File: config.mk
export PLATFORM = sky130hd
export DESIGN_NAME = trig_link_serializer
export DESIGN_NICKNAME = d
export VERILOG_FILES = /design/src/rtl/trig_link_serializer.sv
export SDC_FILE = /design/constraint.sdc
export NUM_CORES = 1
export LEC_CHECK = 0
export ABC_AREA = 0
export CAP_MARGIN = 20
export CORE_MARGIN = 2
export CORE_UTILIZATION = 55
export CTS_BUF_LIST = sky130_fd_sc_hd__clkbuf_16
export DETAILED_ROUTE_END_ITERATION = 10
export DONT_BUFFER_PORTS = 1
export PLACE_DENSITY = 0.7
export SLEW_MARGIN = 20
export SYNTH_ARGS = -nofsm -noshare
export SYNTH_HDL_FRONTEND = slang
export SYNTH_SLANG_ARGS = --single-unit
File: constraint.sdc
create_clock -name ifclk -period 5.2 [get_ports ifclk]
set_input_delay 0.26 -clock ifclk [delete_from_list [all_inputs] [get_ports ifclk]]
set_output_delay 0.26 -clock ifclk [all_outputs]
set_load 0.01 [all_outputs]
File: src/rtl/trig_link_serializer.sv
// Trigger-word to link-byte serializer.
// Buffers 32-bit trigger words in a small FIFO and emits each word MSB-first
// as four bytes on the link stream. The trigger input is never backpressured:
// a word that finds the FIFO full is dropped and counted instead.
//
// Handshake: a transfer happens on a rising ifclk edge where valid and ready
// are both high. A source holding valid high keeps its data and last stable
// until that transfer. valid never depends on ready.
module trig_link_serializer #(
  parameter int                FIFO_DEPTH    = 16,
  parameter int                DROP_CNT_BITS = 16,
  parameter logic [8*16-1:0]   IFCLKTYPE     = "NONE"
) (
  input  logic                          ifclk,
  input  logic                          ifclk_rst_i,
  input  logic                          runrst_i,
  input  logic [31:0]                   s_trig_tdata,
  input  logic                          s_trig_tvalid,
  output logic                          s_trig_tready,
  output logic [7:0]                    m_link_tdata,
  output logic                          m_link_tvalid,
  input  logic                          m_link_tready,
  output logic                          m_link_tlast,
  output logic [$clog2(FIFO_DEPTH):0]   fifo_count_o,
  output logic [DROP_CNT_BITS-1:0]      drop_count_o,
  output logic                          overflow_o,
  output logic [0:0]                    dbg_state_o
);

  localparam int AW = $clog2(FIFO_DEPTH);

  localparam logic [0:0] ST_IDLE = 1'b0;
  localparam logic [0:0] ST_SEND = 1'b1;

  localparam logic [AW:0]              FULL_CNT = FIFO_DEPTH[AW:0];
  localparam logic [AW:0]              CNT_ONE  = {{AW{1'b0}}, 1'b1};
  localparam logic [AW-1:0]            PTR_ONE  = {{(AW-1){1'b0}}, 1'b1};
  localparam logic [DROP_CNT_BITS-1:0] DROP_ONE = {{(DROP_CNT_BITS-1){1'b0}}, 1'b1};

  // The clock tag only matters to timing constraints; folded into a sink.
  logic unused_clk_tag;
  assign unused_clk_tag = ^IFCLKTYPE;

  logic                     tready_q;
  logic [31:0]              mem_q [FIFO_DEPTH];
  logic [AW-1:0]            wr_ptr_q, wr_ptr_d;
  logic [AW-1:0]            rd_ptr_q, rd_ptr_d;
  logic [AW:0]              count_q, count_d;
  logic [0:0]               state_q, state_d;
  logic [1:0]               idx_q, idx_d;
  logic [31:0]              shift_q, shift_d;
  logic [DROP_CNT_BITS-1:0] drop_q, drop_d;
  logic                     ovf_q, ovf_d;

  logic beat, fifo_empty, fifo_full, link_hs, word_done, pop, push, drop;

  // Input acceptance, FIFO push/pop and drop decisions.
  always_comb begin
    beat       = s_trig_tvalid & tready_q & ~runrst_i;
    fifo_empty = (count_q == '0);
    fifo_full  = (count_q == FULL_CNT);
    link_hs    = (state_q == ST_SEND) & m_link_tready;
    word_done  = link_hs & (idx_q == 2'd3);
    // A run reset empties the FIFO, so nothing is popped on that cycle.
    pop        = ~runrst_i & ~fifo_empty & ((state_q == ST_IDLE) | word_done);
    push       = beat & (~fifo_full | pop);
    drop       = beat & fifo_full & ~pop;
  end

  // FIFO pointer/occupancy and statistics next state.
  always_comb begin
    wr_ptr_d = wr_ptr_q;
    rd_ptr_d = rd_ptr_q;
    count_d  = count_q;
    drop_d   = drop_q;
    ovf_d    = ovf_q;
    if (runrst_i) begin
      wr_ptr_d = '0;
      rd_ptr_d = '0;
      count_d  = '0;
      drop_d   = '0;
      ovf_d    = 1'b0;
    end else begin
      if (push) wr_ptr_d = wr_ptr_q + PTR_ONE;
      if (pop)  rd_ptr_d = rd_ptr_q + PTR_ONE;
      case ({push, pop})
        2'b10:   count_d = count_q + CNT_ONE;
        2'b01:   count_d = count_q - CNT_ONE;
        default: count_d = count_q;
      endcase
      if (drop) begin
        ovf_d = 1'b1;
        if (drop_q != '1) drop_d = drop_q + DROP_ONE;
      end
    end
  end

  // Serializer FSM: load a word, then shift out one byte per link transfer.
  always_comb begin
    state_d = state_q;
    idx_d   = idx_q;
    shift_d = shift_q;
    if (pop) begin
      shift_d = mem_q[rd_ptr_q];
      idx_d   = 2'd0;
      state_d = ST_SEND;
    end else if (link_hs) begin
      if (idx_q == 2'd3) begin
        idx_d   = 2'd0;
        state_d = ST_IDLE;
      end else begin
        idx_d   = idx_q + 2'd1;
        shift_d = {shift_q[23:0], 8'h00};
      end
    end
  end

  // FIFO storage; contents need no reset because the pointers define validity.
  always_ff @(posedge ifclk) begin
    if (push) mem_q[wr_ptr_q] <= s_trig_tdata;
  end

  // State registers with synchronous reset.
  always_ff @(posedge ifclk) begin
    if (ifclk_rst_i) begin
      tready_q <= 1'b0;
      wr_ptr_q <= '0;
      rd_ptr_q <= '0;
      count_q  <= '0;
      state_q  <= ST_IDLE;
      idx_q    <= 2'd0;
      shift_q  <= '0;
      drop_q   <= '0;
      ovf_q    <= 1'b0;
    end else begin
      tready_q <= 1'b1;
      wr_ptr_q <= wr_ptr_d;
      rd_ptr_q <= rd_ptr_d;
      count_q  <= count_d;
      state_q  <= state_d;
      idx_q    <= idx_d;
      shift_q  <= shift_d;
      drop_q   <= drop_d;
      ovf_q    <= ovf_d;
    end
  end

  assign s_trig_tready = tready_q;
  assign m_link_tvalid = (state_q == ST_SEND);
  assign m_link_tdata  = shift_q[31:24];
  assign m_link_tlast  = (state_q == ST_SEND) & (idx_q == 2'd3);
  assign fifo_count_o  = count_q;
  assign drop_count_o  = drop_q;
  assign overflow_o    = ovf_q;
  assign dbg_state_o   = state_q;

endmodule

==> impl_metrics.py <==
metrics = {
    "status": {
        "status": "completed",
    },
    "final_layout": {
        "seq_area_um2": 16800,
        "fin_nets": 1257,
        "syn2layout_area_growth_pct": 13.4,
        "final_cell_area_um2": 25400,
        "nFillCells": 2665,
        "multi_input_area_um2": 5370,
        "drive_gt1_frac": 0.213,
    },
    "drt": {
        "vias": 11300,
        "totalWireLength_um": 49800,
        "dr.pass1.iters": 5,
        "ant_nets": 0,
        "vias_per_cell": 6.35,
        "drc": 0,
        "wl_per_cell_um": 27.9,
        "drt-initial-drc-count": 1273,
    },
    "global_route": {
        "grt_pass1_vias": 11400,
        "grt-ovfl-total": 0,
        "grt_antenna_before_repair": 6,
        "grt_pass1_wl_um": 74100,
        "grt_max_degree": 53,
        "grt_use_total": 0.244,
    },
    "placement": {
        "place.gp.congestion": 0.842,
        "portBuffers": 0,
        "dpl_worst_slack_ns": 1.51,
        "placed_area_um2": 23100,
        "post-dp-hpwl_um": 29400,
    },
    "logic_synthesis": {
        "syn-instance-count": 1164,
        "synth-simple-area-share": 0.0467,
        "synth_area_leaders": "edfxtp_1 (69%), mux4_2 (13%), dfxtp_1 (6.3%)",
        "syn_nets": 1210,
        "synth_compound_area_frac": 0.0449,
        "synth_edf_count": 512,
        "synth_ff_type": "edfxtp_1",
        "synth_top_family_by_area": "multiplexers",
        "synth_xor_area_frac": 0.00587,
        "ys_seq_elements": 582,
        "synth_cell_types": 56,
        "syn_area_per_cell_um2": 19.2,
        "synth_warnings": 0,
        "synth.most_common_cell": "edfxtp_1",
        "yosysTopAreaCell": "edfxtp_1",
        "netlist_top_cells_count": "edfxtp_1 (512), mux4_2 (128), dfxtp_1 (70), nand2_1 (69)",
        "async_reset_ff_frac": 0,
        "synth_top_cell_area_share": 0.687,
        "ys_seq_area_frac": 0.749,
        "synth_adder_area_share": 0.00503,
        "syn_area_um2": 22400,
        "muxShareOfSynthArea": 0.131,
    },
    "sta": {
        "setup_viol": 0,
        "setup_slack_ns": 1.60,
        "post-route-min-period_ns": 3.60,
        "fin_skew_ns": 0.0150,
        "worst_slew_pin_slew_ns": 1.13,
        "finalCritPeriodShare": 0.692,
        "rsz0062_at_grt": "false",
        "hold_viol": 0,
        "setup_tns_ns": 0,
        "max_clock_freq_mhz": 278,
        "finalMaxSlewViolations": 0,
        "relSlewSlack": 0.245,
    },
    "critical_path": {
        "crit_chain": "ha_1, a21boi_2, a311oi_2, nand2_1, nor2_4",
        "reg2reg_to": "mem_q[8][10]",
        "cp_max_fo": 32,
        "crit_start": "idx_q[0]",
        "timing.critical_path.to": "mem_q[8][10]",
        "cp-end-kind": "register",
        "crit_path_start_kind": "register",
        "path_buf_inv": 0,
        "cpPeakStageDelay_ns": 1.00,
        "cp.depth": 5,
        "r2r-start": "idx_q[0]",
        "crit_family": "simple AND/OR/NAND/NOR gates",
        "critPathSlowestCell": "a311oi_2",
        "arrival_ns": 3.81,
        "required_ns": 5.41,
        "r2r_slack_ns": 1.60,
        "crit_type": "register to register",
        "r2r_cells": 5,
    },
    "die": {
        "ioPinCount": 71,
        "start_util": 0.561,
        "dieHeight_um": 206,
        "die_w_um": 206,
        "design.die.area_um2": 42300,
        "rows": 73,
        "core_um2": 39900,
    },
    "clock_tree": {
        "cts_tree": "done",
        "cts.sinks": 582,
        "clkTransAtPathRegs_ns": 0.06,
        "clk_latency_ns": 0.60,
        "cts_max_level": 2,
        "cts_made_buffers": 55,
        "cts_resized": 0,
        "clockBufferDepth": 3,
        "cts_root_buf": "clkbuf_16",
    },
    "pwr": {
        "power.density_nw_per_um2": 359,
        "irDropWorstVdd_mv": 0.300,
        "leakagePower_nw": 7.86,
    },
    "min_path": {
        "hold_path.class": "primary input to register",
    },
    "run": {
        "cap_violations": 0,
    },
}
per-layer routing:
layer  share of wire  track usage  vias up
met3           0.071       0.0478       91
met2            0.50        0.396      461
met4           0.028       0.0829        2
li1                -            -     4883
met5         0.00026            0        -
met1            0.40        0.335     5904
sequential cells by signal, indices dropped and copies added, names as in the netlist, named ones only:
signal,flops
fifo_count_o,5
wr_ptr_q,4
dbg_state_o,1
shift_q,32
drop_count_o,16
rd_ptr_q,4
s_trig_tready,1
mem_q,512
idx_q,2
overflow_o,1
metrics by stage:
stage	instances	util	hold slack, ns	power [mW]
floorplan	1164	-	0.359	5.29
global placement	1629	0.576	0.321	5.32
detailed placement	1635	0.580	0.327	5.32
CTS	1775	0.632	0.00484	9.18
global route	1785	0.636	0.0473	9.37
finish	1785	0.636	0.0287	9.12
timing repair:
item                                   CTS  global route
setup buffers                            0             0
endpoints found under the hold margin  552             0
hold buffers                            37             0
worst min path at each step:
stage	startpoint	end	slack, ns	cells after the start
after detailed placement	ifclk_rst_i	s_trig_tready	0.33	1
after global routing	runrst_i	wr_ptr_q[0]	0.05	3
after CTS	m_link_tready	idx_q[0]	0.005	3
after global placement	ifclk_rst_i	s_trig_tready	0.32	1
after floorplan	s_trig_tdata[0]	mem_q[0][0]	0.36	0
final	m_link_tready	idx_q[0]	0.03	3
layout make-up:
class | count | share of cell area
tap | 525 | 0.0259
multi-input combinational | 498 | 0.212
clock inverter | 46 | 0.0117
clock buffer | 57 | 0.0562
antenna | 3 | 0.000296
sequential | 582 | 0.661
timing repair buffer | 67 | 0.0326
inverter | 7 | 0.00103
power by group:
part | internal [mW] | switching, mW | leakage [nW]
clock | 2.17 | 1.64 | 0.913
combinational | 0.0648 | 0.134 | 1.77
sequential | 5.10 | 0.0151 | 5.17
total | 7.33 | 1.79 | 7.86
cells by family (layout without fill, tap and decap cells):
logic type	count (synthesis)	after routing
DFF	582	582
and+or+nand+nor	205	205
AOI/OAI and AO/OA	136	136
muxes	133	133
buffers and inverters	84	177
xor gates and xnor gates	15	15
adders and majority gates	9	9
other	0	3
cell usage in the layout, fill, tap and decap left out, drive strengths merged, types with 25 or more instances in the layout:
cell type,count
a22oi,48
a311oi,25
dfxtp,70
mux4,128
clkbuf,57
and3,25
inv,25
edfxtp,512
nor2,39
buf,31
dlygate4sd3,36
nand2,69
worst register-to-register path, delay by kind of cell (launching register included):
family / cells / cell delay (ns)
AOI/OAI and AO/OA: 2 / 1.20
adders and majority gates: 1 / 0.25
DFF: 1 / 0.37
and+or+nand+nor: 2 / 1.34
(Power assumes the default switching activity.)
